<file path="src/rtl/nibble_serial_mult_pkg.sv">
// Shared definitions for the nibble-serial multiplier: nibble width,
// sequencer state encoding and the nibble-count helpers.
package nibble_serial_mult_pkg;

   localparam int NIBBLE_W = 4;

   typedef enum logic [1:0] {
      IDLE = 2'd0,
      RUN  = 2'd1,
      DONE = 2'd2
   } state_t;

   // Number of nibbles in an n-bit operand.
   function automatic int K(input int n);
      return n / NIBBLE_W;
   endfunction

   // Number of nibble-pair products needed for one n x n multiply.
   function automatic int RUN_CYCLES(input int n);
      return K(n) * K(n);
   endfunction

endpackage

</file>
<file path="src/rtl/nibble_serial_mult_if.sv">
// Operand/result handshake bundle for the nibble-serial multiplier.
// The slave side is the multiplier; the master side feeds operands and
// consumes results.
interface nibble_serial_mult_if #(parameter int N = 16);

   logic             io_in_valid;
   logic             io_in_ready;
   logic [N-1:0]     io_in_lhs;
   logic [N-1:0]     io_in_rhs;
   logic             io_flush;
   logic             io_out_valid;
   logic             io_out_ready;
   logic [2*N-1:0]   io_out_data;
   logic             io_busy;

   modport slave (
      input  io_in_valid, io_in_lhs, io_in_rhs, io_flush, io_out_ready,
      output io_in_ready, io_out_valid, io_out_data, io_busy
   );

   modport master (
      output io_in_valid, io_in_lhs, io_in_rhs, io_flush, io_out_ready,
      input  io_in_ready, io_out_valid, io_out_data, io_busy
   );

endinterface

</file>
<file path="src/rtl/nibble_serial_mult_fastmult.sv">
// FastMult: 4-bit x 4-bit unsigned multiplier implemented as a 256-entry
// lookup table addressed by the concatenated operands.
module FastMult
   import nibble_serial_mult_pkg::*;
(
   input  logic [NIBBLE_W-1:0]   io_lhs,
   input  logic [NIBBLE_W-1:0]   io_rhs,
   output logic [2*NIBBLE_W-1:0] io_prod
);

   logic [2*NIBBLE_W-1:0] w_lut [256];

   // Each table entry holds the product of the upper and lower address nibbles.
   for (genvar g = 0; g < 256; g++) begin : gLut
      assign w_lut[g] = 8'((g / 16) * (g % 16));
   end

   assign io_prod = w_lut[{io_lhs, io_rhs}];

endmodule

</file>
<file path="src/rtl/nibble_serial_mult.sv">
// nibble_serial_mult: iterative unsigned N x N multiplier. One operand pair
// is accepted, every lhs-nibble x rhs-nibble pair is pushed through a single
// FastMult (one pair per cycle), and the shifted partial products are summed
// into a 2N-bit accumulator that is presented on a valid/ready output.
module nibble_serial_mult
   import nibble_serial_mult_pkg::*;
#(
   parameter int N = 16
) (
   input logic                  clk,
   input logic                  reset,
   nibble_serial_mult_if.slave  io
);

   localparam int KN   = K(N);
   localparam int IDXW = (KN > 1) ? $clog2(KN) : 1;

   state_t                 r_state;
   state_t                 w_nextState;
   logic [N-1:0]           r_lhsQ;
   logic [N-1:0]           r_rhsQ;
   logic [2*N-1:0]         r_acc;
   logic [IDXW-1:0]        r_i;
   logic [IDXW-1:0]        r_j;

   logic [NIBBLE_W-1:0]    w_lhsNib;
   logic [NIBBLE_W-1:0]    w_rhsNib;
   logic [2*NIBBLE_W-1:0]  w_prod;
   logic [2*N-1:0]         w_ext;
   logic [2*N-1:0]         w_term;
   logic [31:0]            w_shamt;
   logic                   w_lastI;
   logic                   w_lastJ;

   assign w_lastI = (r_i == IDXW'(KN - 1));
   assign w_lastJ = (r_j == IDXW'(KN - 1));

   // Select the current lhs/rhs nibbles; the loop keeps every slice constant.
   always_comb begin
      w_lhsNib = '0;
      w_rhsNib = '0;
      for (int k = 0; k < KN; k++) begin
         if (r_i == IDXW'(k)) w_lhsNib = r_lhsQ[k*NIBBLE_W +: NIBBLE_W];
         if (r_j == IDXW'(k)) w_rhsNib = r_rhsQ[k*NIBBLE_W +: NIBBLE_W];
      end
   end

   FastMult uFastMult (
      .io_lhs  (w_lhsNib),
      .io_rhs  (w_rhsNib),
      .io_prod (w_prod)
   );

   // Widen the 8-bit partial product and move it to nibble position i+j;
   // the largest shift is 2N-8, so the term always fits in 2N bits.
   always_comb begin
      w_ext        = '0;
      w_ext[7:0]   = w_prod;
      w_shamt      = NIBBLE_W * (32'(r_i) + 32'(r_j));
      w_term       = w_ext << w_shamt;
   end

   // State register for the IDLE -> RUN -> DONE sequencer.
   always_ff @(posedge clk or posedge reset) begin
      if (reset) r_state <= IDLE;
      else       r_state <= w_nextState;
   end

   // Next-state decode; flush beats both accept and completion.
   always_comb begin
      w_nextState = r_state;
      case (r_state)
         IDLE: begin
            if (io.io_flush)         w_nextState = IDLE;
            else if (io.io_in_valid) w_nextState = RUN;
         end
         RUN: begin
            if (io.io_flush)               w_nextState = IDLE;
            else if (w_lastI && w_lastJ)   w_nextState = DONE;
         end
         DONE: begin
            if (io.io_flush || io.io_out_ready) w_nextState = IDLE;
         end
         default: w_nextState = IDLE;
      endcase
   end

   // Operand capture, accumulation and nibble index walk (j inner, i outer).
   always_ff @(posedge clk or posedge reset) begin
      if (reset) begin
         r_lhsQ <= '0;
         r_rhsQ <= '0;
         r_acc  <= '0;
         r_i    <= '0;
         r_j    <= '0;
      end else if (io.io_flush) begin
         if (r_state != IDLE) begin
            r_acc <= '0;
            r_i   <= '0;
            r_j   <= '0;
         end
      end else begin
         case (r_state)
            IDLE: begin
               if (io.io_in_valid) begin
                  r_lhsQ <= io.io_in_lhs;
                  r_rhsQ <= io.io_in_rhs;
                  r_acc  <= '0;
                  r_i    <= '0;
                  r_j    <= '0;
               end
            end
            RUN: begin
               r_acc <= r_acc + w_term;
               if (w_lastJ) begin
                  r_j <= '0;
                  r_i <= w_lastI ? '0 : r_i + 1'b1;
               end else begin
                  r_j <= r_j + 1'b1;
               end
            end
            default: begin
            end
         endcase
      end
   end

   assign io.io_in_ready  = (r_state == IDLE);
   assign io.io_out_valid = (r_state == DONE);
   assign io.io_busy      = (r_state == RUN) || (r_state == DONE);
   assign io.io_out_data  = r_acc;

endmodule

</file>
<file path="src/flat_wrapper.sv">
// flat-port wrapper written by rule: the top's interface ports become plain ports
module nibble_serial_mult_flat import nibble_serial_mult_pkg::*;
#(
   parameter int N = 16
)
  (clk, reset, io_io_in_valid, io_io_in_lhs, io_io_in_rhs, io_io_flush, io_io_out_ready, io_io_in_ready, io_io_out_valid, io_io_out_data, io_io_busy);
  nibble_serial_mult_if #(.N(N)) io_i ();
  input logic clk;
  input logic reset;
  input wire logic [$bits(io_i.io_in_valid)-1:0] io_io_in_valid;
  input wire logic [$bits(io_i.io_in_lhs)-1:0] io_io_in_lhs;
  input wire logic [$bits(io_i.io_in_rhs)-1:0] io_io_in_rhs;
  input wire logic [$bits(io_i.io_flush)-1:0] io_io_flush;
  input wire logic [$bits(io_i.io_out_ready)-1:0] io_io_out_ready;
  output wire logic [$bits(io_i.io_in_ready)-1:0] io_io_in_ready;
  output wire logic [$bits(io_i.io_out_valid)-1:0] io_io_out_valid;
  output wire logic [$bits(io_i.io_out_data)-1:0] io_io_out_data;
  output wire logic [$bits(io_i.io_busy)-1:0] io_io_busy;
  assign io_i.io_in_valid = io_io_in_valid;
  assign io_i.io_in_lhs = io_io_in_lhs;
  assign io_i.io_in_rhs = io_io_in_rhs;
  assign io_i.io_flush = io_io_flush;
  assign io_i.io_out_ready = io_io_out_ready;
  assign io_io_in_ready = io_i.io_in_ready;
  assign io_io_out_valid = io_i.io_out_valid;
  assign io_io_out_data = io_i.io_out_data;
  assign io_io_busy = io_i.io_busy;
  nibble_serial_mult #(.N(N)) u_core (.clk(clk), .reset(reset), .io(io_i));
endmodule
</file>
<file path="config.mk">
export PLATFORM = sky130hd
export DESIGN_NAME = nibble_serial_mult_flat
export DESIGN_NICKNAME = d
export VERILOG_FILES = /design/src/rtl/nibble_serial_mult_pkg.sv /design/src/rtl/nibble_serial_mult_if.sv /design/src/rtl/nibble_serial_mult_fastmult.sv /design/src/rtl/nibble_serial_mult.sv /design/src/flat_wrapper.sv
export SDC_FILE = /design/constraint.sdc
export NUM_CORES = 1
export LEC_CHECK = 0
export CORE_ASPECT_RATIO = 1.4
export CORE_MARGIN = 2
export CORE_UTILIZATION = 58
export DETAILED_ROUTE_END_ITERATION = 10
export GPL_TIMING_DRIVEN = 0
export PLACE_DENSITY_LB_ADDON = 0.3
export SYNTH_ARGS = -nofsm -noshare
export SYNTH_HDL_FRONTEND = slang
export SYNTH_SLANG_ARGS = --single-unit
</file>
<file path="constraint.sdc">
create_clock -name clk -period 7.75 [get_ports clk]
set_input_delay 1.1625 -clock clk [delete_from_list [all_inputs] [get_ports clk]]
set_output_delay 1.1625 -clock clk [all_outputs]
set_load 0.005 [all_outputs]
</file>
==> flow_summary.yaml <==
worst_setup_path:
  crit_fanout: 14
  critPathTopFamily: "compound AO/OA/AOI/OAI gates"
  end_kind: "flip-flop"
  r2r_setup_slack_ps: 420
  max_stage_delay_ps: 510
  slowest_stage: "a311o_1"
  path_class: "reg2reg"
  arrival_ps: 7560
  required_ps: 7980
  crit_buf_inv: 6
  cp-start-kind: "flip-flop"
  crit_top_cell: "ha_1"
detailed_routing:
  drt-wirelength-per-cell_microns: 21.7
  num_vias: 6323
  drt-initial-drc-count: 468
  drtPass1Iterations: 5
  drc: 0
  ant_nets: 0
  routed_via_density: 6.71
  wl_mm: 20.4
clocking:
  cts_tree: "built"
  clk_latency_ps: 340
  htree_levels: 3
  holdBufCountCts: 0
  cts_buffers: 9
  cts.sinks: 70
  post_cts_buffers: 0
  max-clock-path-buffers: 2
  cts_resized: 0
  cts_root_buf: "clkbuf_16"
  clk_pin_slew_ps: 60
logic_synthesis:
  yosys.area.top_type: "dfrtp_1"
  async_reset_ff_share_pct: 100
  synth.distinct_cells: 76
  synth_edf_count: 0
  synth_area_leaders: "dfrtp_1, ha_1, mux2_2, nand2_1, a21oi_1"
  syn-num-nets: 810
  ys.flop_type: "dfrtp_1"
  synth-seq-cells: 70
  synth_area_sq_mm: 0.00627
  syn-mean-instance-area_sq_um: 8.73
  seq_area_frac_synth_pct: 27.9
  postSynthCellCount: 718
  synth.yosys.warnings: 0
  synth_top_area_share_pct: 27.9
cells_and_area:
  antenna-diode-count: 0
  finalNetCount: 892
  syn2layout_area_growth_pct: 19.5
  fill_cells: 791
  regArea_sq_mm: 0.00175
  multi_input_area_sq_mm: 0.00416
  drive_above_1_share_pct: 12.2
timing:
  setup_violations: 0
  finalClockSkew_ps: 9.16
  finalSetupTns_ps: 0
  tightest_slew_ps: 920
  finalCritPeriodShare_pct: 94.6
  fmax_mhz: 136
  setup_slack_ps: 417
  rsz0062_at_grt: "false"
  layout_min_cycle_time_ps: 7330
  maxSlewViolCount: 0
  finalHoldViolCount: 0
  slew_headroom_pct: 38.7
place:
  pre_cts_slack_ps: 670
  place_congestion: 1.00
  port_buffers: 71
  hpwl_mm: 15.2
die:
  rows: 44
  ios: 72
  design.die.area_sq_mm: 0.0117
  coreArea_sq_mm: 0.0105
  fp.dieH_microns: 127
  start_util_pct: 59.9
  die-width_microns: 91.9
global_route:
  grt_antenna_before_repair: 0
  grt_pass1_vias: 6448
  overflow: 0
  grt_pass1_wl_mm: 32.5
  grt_max_degree: 71
  grt_usage_pct: 35.5
worst_hold_path:
  hold_class: "reg2reg"
flow_run:
  maxCapViolCount: 0
power_and_ir_drop:
  p_leak_nw: 3.29
  cellPowerDensity_mw_per_mm2: 427
  ir_drop_uv: 319
run_status:
  status: "complete, no violations"
layout make-up:
type | count | share of cell area [%]
clock buffers | 11 | 3.38
multi-input cells | 584 | 55.5
repair buffers | 71 | 9.49
well taps | 138 | 2.31
flip-flops and latches | 70 | 23.4
plain buffers | 41 | 3.56
inverters | 23 | 1.25
clock inverters | 5 | 1.09
synthesized netlist by cell type, drive strengths merged, types with 6 or more instances:
cell type   n
nand2      78
dfrtp      70
ha         53
a21oi      49
o21ai      49
nor2       45
mux2       34
buf        26
a22o       24
xnor2      23
inv        21
nand3      19
clkbuf     15
o211ai     15
a21o       14
nor3       14
and2       13
nor2b      13
a211oi     11
a31oi      11
o22ai      11
xor2        9
o21a        7
a2111oi     6
a311oi      6
a32o        6
and3        6
nand2b      6
o31ai       6
metrics by stage:
step           cells  cell area, sq um  hold slack (ps)  power [mW]  util [%]
2_1_floorplan    718              6270              479        2.05         -
3_3_place_gp     927              7150              488        2.64      68.4
3_5_place_dp     927              7150              494        2.65      68.4
4_1_cts          943              7490              507        3.13      71.6
5_1_grt          943              7490              528        3.38      71.6
6_report         943              7490              506        3.20      71.6
logic make-up after synthesis:
logic type / after synthesis / synth area share (%)
fa+ha+maj: 55 / 11.2
mux: 36 / 6.43
xor+xnor: 32 / 4.47
compound gates: 257 / 29.0
buf+inv: 64 / 5.71
simple gates: 204 / 15.2
flops: 70 / 27.9
where the power goes:
part / total, mW / internal, mW / leakage (nW) / switching, mW
Sequential: 0.519 / 0.456 / 0.901 / 0.0627
Clock: 0.465 / 0.299 / 0.162 / 0.166
Combinational: 2.21 / 0.823 / 2.23 / 1.39
Total: 3.20 / 1.58 / 3.29 / 1.62
sequential cells by signal, indices dropped and copies added (netlist names):
signal and flops:
u_core.io.io_out_data 32, u_core.r_i 2, u_core.r_j 2, u_core.r_lhsQ 16, u_core.r_rhsQ 16, u_core.r_state 2
path summary, 6_finish.rpt:
kind | startpoint | end | cells after the start
setup / recovery | u_core.r_j[0] | u_core.io.io_out_data[28] | 29
setup reg to reg | u_core.r_j[0] | u_core.io.io_out_data[28] | 29
max in group asynchronous | reset | u_core.r_rhsQ[11] | 2
hold reg to reg | u_core.r_lhsQ[8] | u_core.r_lhsQ[8] | 1
min in group asynchronous | reset | u_core.io.io_out_data[3] | 2
hold / removal | u_core.r_lhsQ[8] | u_core.r_lhsQ[8] | 1
cell usage in the layout (no fill, tap or decap), types with 7 or more instances in the layout:
master           Yosys  final
ha_1                53     53
and2_1              10     10
a31oi_1             10     10
clkbuf_1            12     12
o21ai_1              9      9
nor3_1              14     14
nor2b_1             13     13
nor2_1              42     42
o21ai_0             39     39
nand3_1             19     19
clkbuf_16            0      9
dfrtp_1             70     70
buf_2               12     12
a211oi_1            10     10
a21oi_1             49     49
a21o_1              14     14
o22ai_1             11     11
buf_6                7      7
nand2_1             77     77
o211ai_1            15     15
clkdlybuf4s50_1      0     71
a22o_1              24     24
xor2_1               9      9
mux2_2              34     34
inv_1               21     20
xnor2_1             23     23
per-layer routing:
metal  wire [microns]  GRT usage [%]
met5                0              0
met4             1290           22.1
met3             1400           4.72
met2            10500           64.4
met1             7220           38.8
(Power assumes the default switching activity.)
